--- src/rtl/fifo_arb_pkg.sv ---
// Shared types and constants for the FIFO write-port arbiter.
package fifo_arb_pkg;

   typedef enum logic {
      IDLE  = 1'b0,
      BURST = 1'b1
   } arb_state_t;

   localparam int STAT_W = 16;

   // Saturating increment used by the per-requester beat counters.
   function automatic logic [STAT_W-1:0] sat_inc(input logic [STAT_W-1:0] v);
      return (v == '1) ? v : v + 1'b1;
   endfunction

endpackage

--- src/rtl/rr_pick.sv ---
// Combinational round-robin selector: first valid index at or after ptr, modulo N.
module rr_pick #(
   parameter int N = 4
) (
   input  logic [N-1:0]         valid,
   input  logic [$clog2(N)-1:0] ptr,
   output logic                 found,
   output logic [$clog2(N)-1:0] idx
);

   localparam int IW = $clog2(N);

   int            sum;
   logic [IW-1:0] cand;

   // NOTE: every variable written here gets a default first, so no path leaves one unassigned (no latch).
   always_comb begin
      found = 1'b0;
      idx   = '0;
      sum   = 0;
      cand  = '0;
      // Scan from the farthest offset down so the nearest valid index is the one left standing.
      for (int i = N - 1; i >= 0; i--) begin
         sum = int'(ptr) + i;
         if (sum >= N) sum = sum - N;
         cand = IW'(sum);
         if (valid[cand]) begin
            found = 1'b1;
            idx   = cand;
         end
      end
   end

endmodule

--- src/rtl/fifo_wr_arbiter.sv ---
// Round-robin burst arbiter sharing one FIFO write port among NUM_REQ requesters.
// Optional per-requester accepted-beat counters behind macro FIFO_ARB_STATS_EN.
module fifo_wr_arbiter
   import fifo_arb_pkg::*;
#(
   parameter int NUM_REQ   = 4,
   parameter int WIDTH     = 32,
   parameter int MAX_BURST = 8
) (
   input  logic                       clk,
   input  logic                       rst,
   input  logic [NUM_REQ-1:0]         req_valid,
   input  logic [NUM_REQ*WIDTH-1:0]   req_data,
   input  logic [NUM_REQ-1:0]         req_last,
   output logic [NUM_REQ-1:0]         req_ready,
   input  logic                       fifo_full,
   output logic                       fifo_enq,
   output logic [WIDTH-1:0]           fifo_data_in,
   output logic [$clog2(NUM_REQ)-1:0] grant_id,
`ifdef FIFO_ARB_STATS_EN
   output logic [NUM_REQ*STAT_W-1:0]  beat_count,
`endif
   output logic                       busy
);

   localparam int IW = $clog2(NUM_REQ);
   localparam int BW = $clog2(MAX_BURST + 1);
   localparam logic [BW-1:0] LAST_CNT = BW'(MAX_BURST - 1);
   localparam logic [IW-1:0] TOP_IDX  = IW'(NUM_REQ - 1);

   arb_state_t    state;
   logic [IW-1:0] rr_ptr;
   logic [BW-1:0] beat_cnt;
   logic          pick_found;
   logic [IW-1:0] pick_idx;
   logic          accept;
   logic          burst_end;

   rr_pick #(.N(NUM_REQ)) u_pick (
      .valid (req_valid),
      .ptr   (rr_ptr),
      .found (pick_found),
      .idx   (pick_idx)
   );

   // The write port is a pure mux of the owner; an aborted burst drops it the moment state leaves BURST.
   always_comb begin
      fifo_enq     = 1'b0;
      req_ready    = '0;
      fifo_data_in = req_data[int'(grant_id)*WIDTH +: WIDTH];
      if (state == BURST) begin
         fifo_enq            = req_valid[grant_id] & ~fifo_full;
         req_ready[grant_id] = ~fifo_full;
      end
   end

   assign accept    = fifo_enq;
   assign burst_end = req_last[grant_id] | (beat_cnt == LAST_CNT);

   // NOTE: sequential state uses non-blocking assignments so every register samples pre-edge values.
   always_ff @(posedge clk or posedge rst) begin
      if (rst) begin
         state    <= IDLE;
         busy     <= 1'b0;
         rr_ptr   <= '0;
         grant_id <= '0;
         beat_cnt <= '0;
      end else begin
         case (state)
            IDLE: begin
               if (pick_found) begin
                  grant_id <= pick_idx;
                  beat_cnt <= '0;
                  state    <= BURST;
                  busy     <= 1'b1;
               end
            end
            BURST: begin
               if (accept) begin
                  beat_cnt <= beat_cnt + 1'b1;
                  if (burst_end) begin
                     state  <= IDLE;
                     busy   <= 1'b0;
                     rr_ptr <= (grant_id == TOP_IDX) ? '0 : grant_id + 1'b1;
                  end
               end
            end
            default: begin
               state <= IDLE;
               busy  <= 1'b0;
            end
         endcase
      end
   end

`ifdef FIFO_ARB_STATS_EN
   logic [STAT_W-1:0] stat_cnt [NUM_REQ];

   // NOTE: this array is reset because the counters are software-visible state, not bulk storage.
   always_ff @(posedge clk or posedge rst) begin
      if (rst) begin
         for (int i = 0; i < NUM_REQ; i++) stat_cnt[i] <= '0;
      end else if (accept) begin
         stat_cnt[grant_id] <= sat_inc(stat_cnt[grant_id]);
      end
   end

   for (genvar g = 0; g < NUM_REQ; g++) begin : g_stat
      assign beat_count[g*STAT_W +: STAT_W] = stat_cnt[g];
   end
`endif

endmodule

--- config.mk ---
export PLATFORM = sky130hd
export DESIGN_NAME = fifo_wr_arbiter
export DESIGN_NICKNAME = d
export VERILOG_FILES = /design/src/rtl/fifo_arb_pkg.sv /design/src/rtl/rr_pick.sv /design/src/rtl/fifo_wr_arbiter.sv
export SDC_FILE = /design/constraint.sdc
export NUM_CORES = 1
export LEC_CHECK = 0
export ABC_AREA = 1
export CAP_MARGIN = 30
export CORE_MARGIN = 2
export CORE_UTILIZATION = 29
export CTS_CLUSTER_DIAMETER = 40
export DETAILED_ROUTE_END_ITERATION = 10
export HOLD_SLACK_MARGIN = 0.08
export PLACE_DENSITY = 0.84
export SYNTH_ARGS = -nofsm -noshare
export SYNTH_HDL_FRONTEND = slang
export SYNTH_HIERARCHICAL = 1
export SYNTH_SLANG_ARGS = --single-unit
--- constraint.sdc ---
create_clock -name clk -period 2 [get_ports clk]
set_input_delay 0.4 -clock clk [delete_from_list [all_inputs] [get_ports clk]]
set_output_delay 0.4 -clock clk [all_outputs]
set_load 0.01 [all_outputs]
Yosys cells after proc, flatten, opt, wreduce, memory -nomap -nowiden
Cells that the tools add are included.

Bitwise gates (word level): 5. Shift operators: 1. Mux-type cells: 40. Magnitude comparators: 10. Add/subtract/negate cells: 9. Reductions and logical operators: 5. Eq/ne operators: 5.

Operators by type and width (number): 128-bit by 8-bit variable part select with 32-bit output (1); 1-bit two-way mux (18); 2-bit two-way mux (9); 2-bit by 3-bit < comparator with 1-bit output (second input constant) (5); 1-bit binary-select mux with 2-bit select (6); 4-bit two-way mux (3); 3-bit greater-or-equal comparator (second input constant) (3); 4-bit one-hot mux with 2 select lines (1); 2-bit by 1-bit subtractor with 2-bit output (second input constant) (4); 2-bit by 2-bit adder with 3-bit output (second input constant) (2); 3-bit AND reduction (2); 4-bit by 1-bit adder with 4-bit output (second input constant) (1); 4-bit AND (1); 4-bit by 3-bit equality test with 1-bit output (second input constant) (1); 2-bit inequality test (second input constant) (2); 1-bit one-hot mux with 2 select lines (2); 2-bit AND reduction (2); 2-bit by 1-bit adder with 3-bit output (second input constant) (1); 2-bit by 3-bit greater-or-equal comparator with 1-bit output (second input constant) (1); 2-bit by 1-bit adder with 2-bit output (second input constant) (1); 1-bit demux with 2-bit select (1); 2-bit equality test (second input constant) (1); 2-bit by 1-bit greater-or-equal comparator with 1-bit output (second input constant) (1); 2-bit by 1-bit inequality test with 1-bit output (second input constant) (1); 4 further kinds (5).

Logic and storage cells: 80. Flip-flop bits (word level): 10. Bits of input ports: 139.

Depth between registers and ports, before layout
Depth after elaboration: 11. Gate-level depth with buffers: 11.

By module
The synthesis kept the hierarchy.

Modules (own cells, without submodules): fifo_wr_arbiter (sequential area each 250.2 µm², times used 1, area each 1487.7 µm², cells an instance 263); rr_pick (sequential area each 0.0 µm², times used 1, area each 212.7 µm², cells an instance 46).

Worst setup path before layout
Ideal clock, no wire load.

Path type: reg2out. Start: register grant_id[0]. End: output req_ready[2]. Required time: 1.600 ns. Setup slack: 0.305 ns. Path buffers: 2. Cell stages (with the launch flop): 7. Data arrival time: 1.295 ns. Cell sequence: dfrtp_1 > inv_2 > buf_2 > buf_4 > ha_1 > inv_1 > nor2_1.

Longest elaborated chain between the ends: 6.

RTL lines: start, declared (line fifo_wr_arbiter.sv:19) `output logic [$clog2(NUM_REQ)-1:0] grant_id,`; start signal, assigned (line fifo_wr_arbiter.sv:72) `grant_id <= pick_idx;`; 2-bit by 3-bit < comparator with 1-bit output (implied by the code) or 2-bit by 1-bit greater-or-equal comparator with 1-bit output (tied branches) (line fifo_wr_arbiter.sv:53) `req_ready[grant_id] = ~fifo_full;`; 1-bit logical AND (implied by the code) (line fifo_wr_arbiter.sv:53); 1-bit two-way mux (implied by the code) (line fifo_wr_arbiter.sv:53); 1-bit demux with 2-bit select (*) (line fifo_wr_arbiter.sv:53); 4-bit AND (no line) (*); 4-bit two-way mux (*) (line fifo_wr_arbiter.sv:51) `if (state == BURST) begin`; end, declared (line fifo_wr_arbiter.sv:15) `output logic [NUM_REQ-1:0] req_ready,`.

Mark *: on every way between the ends. The rest lies on a longest branch, timed or not.

Worst setup path in the final report
Start: register grant_id[0]. End: output grant_id[0].

No word-level cell between the ends.

==> results.md <==
- The flow ran to the end, and the final reports show no timing, DRC or antenna violations.
- The hold-fix buffer count after cts is 0.
- Detailed placement ended at an HPWL of 6370 microns.
- The initial antenna violation count is 0.
- The layer with the highest usage is met2.
- The max-slew violation count is 0.
- The placed instances occupy a cell area of 3660 sq um.
- The switching power as a share of total power is 0.488.
- The weighted congestion reported at the end of routability-driven placement is 0.965.
- The power density over cell area is 1210 nW/um^2.
- Of the total power, combinational logic draws 0.854.
- Summed over all cells, the static leakage comes to 1.64 nW.
- The pre-antenna-repair detailed-routing pass consisted of 4 iterations.
- The count of standard-cell rows is 27.
- The most used flip-flop cell after synthesis is sky130_fd_sc_hd__dfrtp_1.
- The clock passes through at most 2 buffers.
- After synthesis, the share of flip-flops with an asynchronous set or reset is 1.00.
- The number of global-route vias before repair is 2745.
- The utilization of the core after routing is 0.667.
- In the final routed layout, each cell accounts on average for 14.3 microns.
- The number of hold violations in the final report is 0.
- In this run the worst path has a maximum fanout of 29.
- The number of distinct standard cells referenced by the synthesized netlist is 25.
- TritonCTS built the clock tree.
- Pin placement for this block handled 179 I/O pins.
- In this run, CTS created clock tree buffers numbering 3.
- The kind of critical path is flop to primary output.
- The switching power is 0.00220 W.
- The die is 80.6 microns tall.
- The cell count of the worst reg-to-reg path is 8.
- The via density per instance is 5.09.
- Max-cap violations in this run came to 0.
- The count of input and output buffers is 178.
- The DRC violation count after routing is 0.
- The clock tree root driver cell is sky130_fd_sc_hd__clkbuf_8.
- The clock reaches the later pin of the worst-skew pair after 0.24 ns.
- The upper clock frequency limit is 0.514 GHz.
- The share of total power in the clock network is 0.056.
- In the synthesized netlist, the number of instances is 309.
- The total of flip-flops plus latches after synthesis is 10.
- The overall fraction of global-route tracks in use is 0.244.
- The number of synthesis warnings is 6.
- The clock drives 10 sinks.
- After clock tree synthesis, the clock-pin slew on the worst setup and hold paths is 0.05 ns.
- The final clock skew is 0.00129 ns.
- The antenna cell count is 0.
- STA classifies the critical path endpoint as a primary output.
- The pin count of the biggest net entering global routing is 30.
- The internal cell power is 0.00230 W.
- Setup violations remaining at the end of the flow were counted as 0.
- The floorplan step set the die width to 80.6 microns.
- The floorplan step defined a die boundary enclosing 6490 sq um.
- The worst-case vdd ir drop is 0.000601 V.
- The number of synthesized flops with an enable pin is 0.
- The share of final-layout standard cells stronger than drive strength 1 is 0.0896.
- For the worst setup path, the data arrival time is 1.55 ns.
- The slew of the pin with the lowest slew margin is 0.384 ns.
- The floorplan step defined a core boundary enclosing 5570 sq um.
- Of the total power, registers draw 0.090.
- After the first detailed-routing iteration, the DRC count stood at 122.
- The mean instance size in the synthesized netlist is 5.50 sq um.
- The time the final worst path needs with I/O delays and setup is 1.95 ns.
- Across all layers, the routed design uses 2867 vias.
- For this run, the register share of the synthesized area comes to 0.147.
- The summed instance area of the synthesized netlist is 1700 sq um.
- In this run the number of H-tree levels came out at 1.
- The met3 track demand over resource in global routing is 0.0360.
- Once layout is done, the placed cells without fillers occupy 3720 sq um.
- At the worst endpoint, the required time is 1.60 ns.
- The first global-routing pass estimated 12600 microns of wire.
- Setup repair after global routing left no endpoint under its margin.
- The number of nets at the end of the flow is 636.
- The type of the worst min-delay path is primary input to async pin.
- For this configuration, the core starts out at a cell density of 0.305.
- In the global route stage, met2 resource usage came out at 0.472.
- The final global-route overflow total is 0.
- The routed design has 8040 microns of wire.
- The normalized max-slew margin is 0.744.
- The share of the clock period used by the worst path is 0.973.
- For met1 alone, demand over resource in global routing was 0.274.
- STA classifies the critical path startpoint as a flop.
- The count of nets left with antenna violations once routing finished came out at 0.
- The area growth from synthesis to layout is 119%.
- The total nets after synthesis is 453.
critical path: stages, from the launching register on:
cell and delay [ns]:
sky130_fd_sc_hd__dfrtp_2 0.45, sky130_fd_sc_hd__buf_12 0.13, sky130_fd_sc_hd__buf_16 0.17, sky130_fd_sc_hd__clkdlybuf4s50_1 0.55
cell usage in the layout, fill, tap and decap left out:
cell	n
sky130_fd_sc_hd__a21boi_1	1
sky130_fd_sc_hd__a21oi_1	3
sky130_fd_sc_hd__and2_4	1
sky130_fd_sc_hd__buf_12	6
sky130_fd_sc_hd__buf_16	1
sky130_fd_sc_hd__buf_2	1
sky130_fd_sc_hd__buf_4	12
sky130_fd_sc_hd__buf_6	2
sky130_fd_sc_hd__clkbuf_2	3
sky130_fd_sc_hd__clkbuf_8	4
sky130_fd_sc_hd__clkdlybuf4s15_1	2
sky130_fd_sc_hd__clkdlybuf4s50_1	141
sky130_fd_sc_hd__clkinv_2	1
sky130_fd_sc_hd__dfrtp_1	9
sky130_fd_sc_hd__dfrtp_2	1
sky130_fd_sc_hd__dlygate4sd2_1	31
sky130_fd_sc_hd__ha_1	5
sky130_fd_sc_hd__inv_1	21
sky130_fd_sc_hd__inv_2	3
sky130_fd_sc_hd__inv_4	1
sky130_fd_sc_hd__nand2_1	40
sky130_fd_sc_hd__nand2_2	4
sky130_fd_sc_hd__nand2_4	1
sky130_fd_sc_hd__nand3_1	17
sky130_fd_sc_hd__nand3_2	2
sky130_fd_sc_hd__nand3b_1	1
sky130_fd_sc_hd__nor2_1	74
sky130_fd_sc_hd__o21ai_0	52
sky130_fd_sc_hd__o21ai_1	16
sky130_fd_sc_hd__o21ai_2	1
sky130_fd_sc_hd__o22ai_1	32
sky130_fd_sc_hd__xnor2_1	1
sky130_fd_sc_hd__xor2_1	1
final timing paths:
check | start | to | slack, ns
max | grant_id[0] | grant_id[0] | 0.05
min | rst | rr_ptr[1] | 0.46
max reg2reg | rr_ptr[0] | grant_id[0] | 0.38
min reg2reg | state | state | 0.47
max in group asynchronous | rst | grant_id[0] | 1.25
min in group clk | state | state | 0.47
cell type report:
cell class | count | area, sq um
inverter | 26 | 101
timing repair buffer | 199 | 1980
clock buffer | 4 | 55.1
multi-input combinational | 252 | 1240
sequential | 10 | 251
fill | 506 | 1860
tap | 72 | 90.1
flip-flops by register name (all words and copies together) (netlist names):
name	count
busy	1
rr_ptr	2
grant_id	2
beat_cnt	4
state	1
cells by family after synthesis:
logic type	after synthesis	synth area share
compound gates	105	0.336
xor+xnor	2	0.0103
fa+ha+maj	5	0.0368
buf+inv	47	0.125
flops	10	0.147
simple gates	140	0.344
stage by stage:
| stage | cells | TNS [ns] | total power (W) | hold slack, ns | setup slack, ns |
|---|---|---|---|---|---|
| floorplan | 309 | 0 | 0.00245 | 0.240 | 0.305 |
| global placement | 556 | -1.51 | 0.00437 | 0.458 | -0.225 |
| detailed placement | 556 | -2.10 | 0.00444 | 0.462 | -0.228 |
| CTS | 563 | 0 | 0.00452 | 0.472 | 0.0307 |
| global route | 563 | 0 | 0.00492 | 0.501 | 0.00199 |
| finish | 563 | 0 | 0.00450 | 0.458 | 0.0549 |
layer usage:
metal	vias to the layer above	share of wire
li1	1413	-
met1	1311	0.39
met2	124	0.51
met3	19	0.072
met4	0	0.025
met5	-	0
power by group through the flow:
stage                     Clock (W)  Sequential (W)  Combinational (W)
after global placement            0        0.000395            0.00398
final                      0.000253        0.000404            0.00384
after CTS                  0.000257        0.000403            0.00386
after detailed placement          0        0.000399            0.00404
after global routing       0.000261        0.000422            0.00424
after floorplan                   0        0.000393            0.00206
synthesized netlist by cell type, types with 2 or more instances:
master                     instances  area, sq um
sky130_fd_sc_hd__a21oi_1           3         15.0
sky130_fd_sc_hd__buf_2             4         20.0
sky130_fd_sc_hd__buf_4             6         45.0
sky130_fd_sc_hd__clkbuf_1         10         37.5
sky130_fd_sc_hd__dfrtp_1          10          250
sky130_fd_sc_hd__ha_1              5         62.6
sky130_fd_sc_hd__inv_1            21         78.8
sky130_fd_sc_hd__inv_2             4         15.0
sky130_fd_sc_hd__nand2_1          40          150
sky130_fd_sc_hd__nand2_2           4         25.0
sky130_fd_sc_hd__nand3_1          17         85.1
sky130_fd_sc_hd__nand3_2           2         20.0
sky130_fd_sc_hd__nor2_1           74          278
sky130_fd_sc_hd__o21ai_0          58          290
sky130_fd_sc_hd__o21ai_1          10         50.1
sky130_fd_sc_hd__o22ai_1          32          200
timing repair:
item,in CTS,in global routing
pin swaps,1,0
gates cloned,1,0
setup buffers,2,0
setup endpoints to repair,37,12
resized for setup,43,15
hold endpoints to repair,0,0
(Power assumes the default switching activity.)
==> RTL edit: new RTL, same flow settings <==
Build with the macro `FIFO_ARB_STATS_EN` defined.
--- a/src/rtl/fifo_wr_arbiter.sv
+++ b/src/rtl/fifo_wr_arbiter.sv
@@ -1,4 +1,6 @@
 // Round-robin burst arbiter sharing one FIFO write port among NUM_REQ requesters.
 // Optional per-requester accepted-beat counters behind macro FIFO_ARB_STATS_EN.
+`define FIFO_ARB_STATS_EN
+
 module fifo_wr_arbiter
    import fifo_arb_pkg::*;
Function (old outputs only; new: beat_count): kept (equiv_simple and equiv_induct, registers matched by name and starting in step).
==> RTL edit against the unedited design <==
- design area grew to 2.8 times the old value
- sequential cell count grew 64
- power grew to 3.3 times the old value
- die area grew to 3.1 times the old value
- non-clock buffer count grew 171
- final cell count grew to 2.5 times the old value
- the flow now finishes with violations (negative setup slack)
- sequential power grew to 6.4 times the old value
- worst setup slack lost 0.37 ns
- via count grew to 2.7 times the old value
- area after synthesis grew to 3.2 times the old value
- wire length grew to 3.4 times the old value
- clock skew grew 0.0088 ns
- combinational power grew to 2.8 times the old value
==> RTL edit: results (changes against the unedited design) <==
clock skew 0.01012 ns (+0.008828 ns); HPWL after detailed placement 17.47 mm (+170%); DP Worst Slack -0.2922 ns (-0.06385 ns); DR vias/cell 5.368 (+5.4%); max FFs per register 64 (+60); Top FF cell, synth dfrtp_1; Placed Area 8793 µm² (+140%); largest net degree at the start of global routing 27 (-10%); total CTS buffers 9 (+6); clk root buf clkbuf_16; Worst-path clk slew 0.07 ns (+0.02 ns); layout cells sized above 1 33.11% (+24 points); CTS H-tree lvls 3 (+2); Syn. warnings 6 (unchanged); Synth area leaders dfrtp_1, nand2_1, nor2_1; Syn Nets 996 (+120%); run status finished, violations left; # fillers 1,603 (+220%); Rel. slew slack 65.22% (-9.2 points); critical path data arrival time 2.59 ns (+1.04 ns); leak pwr 5.045 nW (+210%); Cell variety after synth 34 (+36%); GRT Total Usage 24.64% (+0.22 points); vias in the first global route 7,508 (+170%); failing checks negative setup slack; Worst Path Max Fanout 8 (-72%); Slew Limit Fails 0 (unchanged); worst min-delay path class in -> async; 1st-iter DRT viols 556 (+360%); Final GP Congestion 0.9360 (-3.0%); final net count 1,333 (+110%); most instantiated cells after synthesis nand2_1, nor2_1, dfrtp_1; post-synthesis sequential area ratio 33.91% (+19 points); Clk Latency, worst-skew pair 0.35 ns (+0.11 ns); Synth async-reset ratio 100.0% (unchanged); initial antenna violation count 1 (+1); final WL 27.39 mm (+240%); Worst VDD drop 0.6510 mV (+8.2%); post-route setup TNS -18.23 ns (-18.23 ns); Max clock buf depth 2 (unchanged); first-pass GRT wire length 38.59 mm (+210%); final setup fails 96 (+96); IO buf count 242 (+36%); Sequential cell area 1854 µm² (+640%); first-pass iteration count of the detailed router 6 (+2); PnR worst setup slack -0.3112 ns (-0.3661 ns)
-- RTL edit: cell types whose count changed after synthesis, moves of 10 or more --
cell / change
clkbuf_1: +10
dfrtp_1: +64
inv_1: +12
nand2_1: +327
nand2_2: +10
nand3_1: +35
nand3_2: +12
nor2_1: +25
o21ai_0: +14
-- RTL edit: metal layers --
layer	GRT usage (%)	share of wire, %
met1	27.70	35
met4	12.95	6.0
met5	0	0
met3	5.503	8.1
met2	43.54	51
-- RTL edit: power by group --
| part | switching [mW] | total, mW | internal, mW |
|---|---|---|---|
| Combinational | 5.71 | 10.6 | 4.87 |
| Sequential | 0.573 | 2.57 | 2.00 |
| Clock | 0.695 | 1.67 | 0.976 |
-- RTL edit: final cells by class --
cell class / instances / share of cell area [%]
Antenna cell: 1 / 0.02393
Clock buffer: 9 / 2.154
Clock inverter: 7 / 0.7540
Inverter: 42 / 1.675
Multi-Input combinational cell: 691 / 38.33
Sequential cell: 74 / 17.74
Tap cell: 234 / 2.800
Timing Repair Buffer: 370 / 36.52
-- RTL edit: per-stage QoR --
stage / cells / power (mW) / hold WS [ns]
after floorplan: 851 / 6.534 / 0.4892
after global placement: 1368 / 10.43 / 0.4689
after detailed placement: 1368 / 10.54 / 0.4739
after CTS: 1409 / 13.25 / 0.4475
after global routing: 1428 / 15.56 / 0.4801
final: 1428 / 14.81 / 0.4399
-- RTL edit: timing repair --
item                       CTS  global route
gates cloned                 6             7
hold buffers                 0             0
pin swaps                   28            65
gates resized for setup    265           187
setup endpoints to repair  101           102
buffers inserted            19            13
-- RTL edit: cell families after synthesis --
group,after synthesis,share of synthesized area (%)
simple gates,564,44.55
compound gates,120,12.35
buf+inv,86,7.654
flops,74,33.91
fa+ha+maj,6,1.375
xor+xnor,1,0.1604
-- RTL edit: worst max-delay path: stages, from the launching register on --
cell and delay (ns):
dfrtp_2 0.46, inv_4 0.10, buf_8 0.13, buf_12 0.14, buf_16 0.13, nand2_4 0.05
nand3_4 0.06, nand2_4 0.09, nor2_4 0.17, nand2_4 0.09, nor2_4 0.17, nand2_4 0.17
buf_6 0.17, nand3_4 0.08, nand2_1 0.11, nand2_1 0.10
-- RTL edit: final timing paths --
path                              from        endpoint  slack (ns)  cells after the start
min in group clk                  busy            busy        0.49                      2
max                        grant_id[0]  beat_count[50]       -0.31                     15
min reg2reg                       busy            busy        0.49                      2
min                                rst  beat_count[18]        0.44                      2
max in group asynchronous          rst  beat_count[47]        1.02                      3
max reg2reg                grant_id[0]  beat_count[50]       -0.31                     15
